==> config.mk <==
export PLATFORM = sky130hd
export DESIGN_NAME = skid_buffer2
export DESIGN_NICKNAME = d
export VERILOG_FILES = /design/src/rtl/fifo_pkg.sv /design/src/rtl/skid_buffer2.sv
export SDC_FILE = /design/constraint.sdc
export NUM_CORES = 1
export LEC_CHECK = 0
export ABC_AREA = 1
export CAP_MARGIN = 5
export CORE_UTILIZATION = 47
export DETAILED_ROUTE_END_ITERATION = 7
export PLACE_DENSITY = 0.73
export SLEW_MARGIN = 20
export SYNTH_ARGS = -nofsm -noshare
export SYNTH_HDL_FRONTEND = slang
export SYNTH_SLANG_ARGS = --single-unit
==> constraint.sdc <==
create_clock -name clk -period 1.5 [get_ports clk]
set_input_delay 0.3 -clock clk [delete_from_list [all_inputs] [get_ports clk]]
set_output_delay 0.3 -clock clk [all_outputs]
set_load 0.05 [all_outputs]
==> src/rtl/fifo_pkg.sv <==
// Shared types and helpers for the parity-checking FIFO consumer.
// Helpers take words zero-extended to MaxWidth+1 bits so they work for any payload width.
package fifo_pkg;

    localparam int unsigned MaxWidth = 64;

    typedef enum logic [1:0] {StEmpty, StOne, StFull} buf_state_t;

    // Zero-extension does not change the XOR reduction.
    function automatic logic parity_ok(input logic [MaxWidth:0] word, input logic even_odd);
        return (^word) == even_odd;
    endfunction

    // The caller truncates to the payload width, which removes a top parity bit.
    function automatic logic [MaxWidth:0] strip_parity(input logic [MaxWidth:0] word,
                                                       input logic parity_bit);
        return parity_bit ? word : (word >> 1);
    endfunction

endpackage

==> src/rtl/skid_buffer2.sv <==
// Generic 2-entry valid/ready buffer with strict FIFO order.
// The input side is ready whenever the buffer is not full; the head entry drives the output.
module skid_buffer2
    import fifo_pkg::*;
#(
    parameter int unsigned Width = 8
) (
    input  logic             clk,
    input  logic             rst,
    input  logic [Width-1:0] in_data_i,
    input  logic             in_valid_i,
    output logic             in_ready_o,
    output logic [Width-1:0] out_data_o,
    output logic             out_valid_o,
    input  logic             out_ready_i
);

    buf_state_t       state_q;
    logic [Width-1:0] head_q;
    logic [Width-1:0] tail_q;
    logic             in_fire;
    logic             out_fire;

    always_comb begin
        in_ready_o  = (state_q != StFull);
        out_valid_o = (state_q != StEmpty);
        out_data_o  = head_q;
        in_fire     = in_valid_i && in_ready_o;
        out_fire    = out_valid_o && out_ready_i;
    end

    always_ff @(posedge clk) begin
        if (rst) begin
            state_q <= StEmpty;
            head_q  <= '0;
            tail_q  <= '0;
        end else begin
            case (state_q)
                StEmpty: begin
                    if (in_fire) begin
                        head_q  <= in_data_i;
                        state_q <= StOne;
                    end
                end
                StOne: begin
                    if (in_fire && out_fire) begin
                        head_q <= in_data_i;
                    end else if (in_fire) begin
                        tail_q  <= in_data_i;
                        state_q <= StFull;
                    end else if (out_fire) begin
                        state_q <= StEmpty;
                    end
                end
                StFull: begin
                    if (out_fire) begin
                        head_q  <= tail_q;
                        state_q <= StOne;
                    end
                end
                default: state_q <= StEmpty;
            endcase
        end
    end

endmodule

==> metrics <==
Routed Antenna Nets=0; multiplexer share of the synthesized area=0%; Avg WL per Cell=between 10 and 15 um; htree depth=1; Total Power=1.291 mW; P&R area growth vs syn=42.18%; die height=45.87 um; Post-Layout Cell Count=184; dominant cell type by area after synthesis=dfxtp_1; Post-DP Area=roughly 1200 um^2; die area=2104 um^2; Achievable Freq=695.0 MHz; Synth Warn #=0; Worst R2R Path Depth=7; Max Cap Violations=0; Crit. End Element=output port; WP data required=1200 ps; Adder-Cell Fraction of Synth Area=0%; Hold Path Class=flip-flop to flip-flop; PwrDens=1004 nW/um^2; CTS tree=yes; Max clock buf depth=2; clk sink count=18; Comb power frac=about a third; Mapped Area=between 900 and 1000 um^2; Final setup viols=0; WL final=1.998 mm; Leakage=0.6094 nW; Via density=5.016; pins over their slew limit=0; most frequent cells in the layout=nand2_1, nor2_1, nand3_1; largest fanout on the critical path=10; fillers=approximately 160; total clock buffers created by CTS=3; sequential share of power=43.2%; Synth Area in Compound Gates=9.405%; Setup Buffers After CTS=0; Internal Power=0.8637 mW; main area contributors after synthesis=dfxtp_1, nand3_1, nand2_1; initial antenna violation count=0; vias in the first global route=roughly 820; Worst-Skew Late Latency=290 ps; Seq/Total Area, Yosys=39.83%; Clock transition at path regs=100 ps; largest net degree at the start of global routing=18; Fin. Hold Viols=0; largest family of logic cells by synthesized area=simple AND/OR/NAND/NOR gates; die width=45.87 um; first-pass GRT wire length=3.249 mm; vias=923; Tcrit/Tclk final=a little over nine tenths; I/O pins=22; commonest non-fill, non-tap cell in the layout=nand2_1; DRT Pass-1 Iters=4; outcome=complete, no violations; switching share of power=33.10%; drt initial violations=24; Syn Inst Count=133; ANT cells=0; Post-Syn Nets=145; Inst Count DP=between 150 and 200; Slew headroom=between 80% and 90%; dpl ws=-30.40 ps; Post-Synth XOR/XNOR Area=0%; total gr overflow=0; Final Cell Area=1286 um^2; RSZ-0062 raised after global routing=false; post-synth cell types=17; Hold Slack=494.5 ps; NumNets Final=172; VDD IR-drop max=0.0006460 V; # DRC=0; Initial Util=between 50% and 60%; HPWL Detailed=between 1 and 1.5 mm; CTS root buffer=clkbuf_4; Startpoint Class=flip-flop; R2R Setup Slk=310 ps; clk_skew=7.245 ps; Tightest Pin Transition=266.4 ps; Setup WS post-layout=61.17 ps; fin crit period=1439 ps; Rows=15; flops & latches, synth=18; TNS Setup=0 ps; core area=1764 um^2; hold path depth=2; Net Sw Power=approximately 0.43 mW; part of the power in the clock network=23.3%; Util after Layout=roughly 73%; layout cells sized above 1=18.24%; critical path class=flip-flop to output port; Final GP Congestion=0.7275; area share of the largest cell type after synthesis=39.83%; Simple-Gate Fraction of Synth Area=39.00%; GRT Total Usage=21.80%; Worst EP arrival=roughly 1100 ps; Syn Area/Cell=6.802 um^2; PortBufs=21
==> power by group through the flow <==
stage | Sequential (mW) | Clock, mW | Combinational [mW]
after floorplan | 0.639 | 0 | 0.166
after global placement | 0.564 | 0 | 0.426
after detailed placement | 0.566 | 0 | 0.431
after CTS | 0.557 | 0.306 | 0.433
after global routing | 0.562 | 0.318 | 0.464
final | 0.557 | 0.301 | 0.432
==> worst max-delay path: stages (launching register included) <==
cell and delay, ps:
dfxtp_2 370, buf_6 170, nand2_4 100, buf_4 200
==> cell usage after synthesis (all sizes together) <==
cell type and count:
buf 4, nand4 1, clkbuf 1, a21oi 9
nand2 28, o21ai 8, clkinv 1, nand3 21
inv 16, dfxtp 18, nor2 26
==> layout make-up <==
class | count | area, um^2 | area share, %
clock buffer | 4 | 36.28 | 2.821
inverter | 17 | 71.32 | 5.545
multi-input combinational | 93 | 437.9 | 34.05
sequential | 18 | 362.8 | 28.21
tap | 25 | 31.28 | 2.432
timing repair buffer | 27 | 346.6 | 26.95
==> flip-flops by register name, summed over array words and instances, names as in the netlist <==
| register | count |
|---|---|
| out_data_o | 8 |
| state_q | 2 |
| tail_q | 8 |
==> layer usage <==
layer / share of wire, % / track usage, % / wire [um]
met5: 0 / 0 / 0
met4: 1.5 / 10.59 / 29
met3: 3.1 / 2.381 / 62
met2: 50 / 38.03 / 998
met1: 45 / 26.23 / 908
==> repair_timing <==
action,CTS,global route
gates resized for setup,3,1
hold buffers,0,0
setup endpoints to repair,1,1
cloned,0,0
==> path summary, 6_finish.rpt <==
| check | startpoint | end |
|---|---|---|
| setup / recovery | state_q[1] | in_ready_o |
| hold / removal | tail_q[4] | tail_q[4] |
| setup reg to reg | state_q[0] | out_data_o[7] |
| hold reg to reg | tail_q[4] | tail_q[4] |
==> kinds of logic (layout without fill, tap and decap cells) <==
logic type | count (synthesis) | in the layout
simple gates | 76 | 76
compound gates | 17 | 17
flops | 18 | 18
buf+inv | 22 | 48
Note: power is estimated with default switching activity, not from simulation.
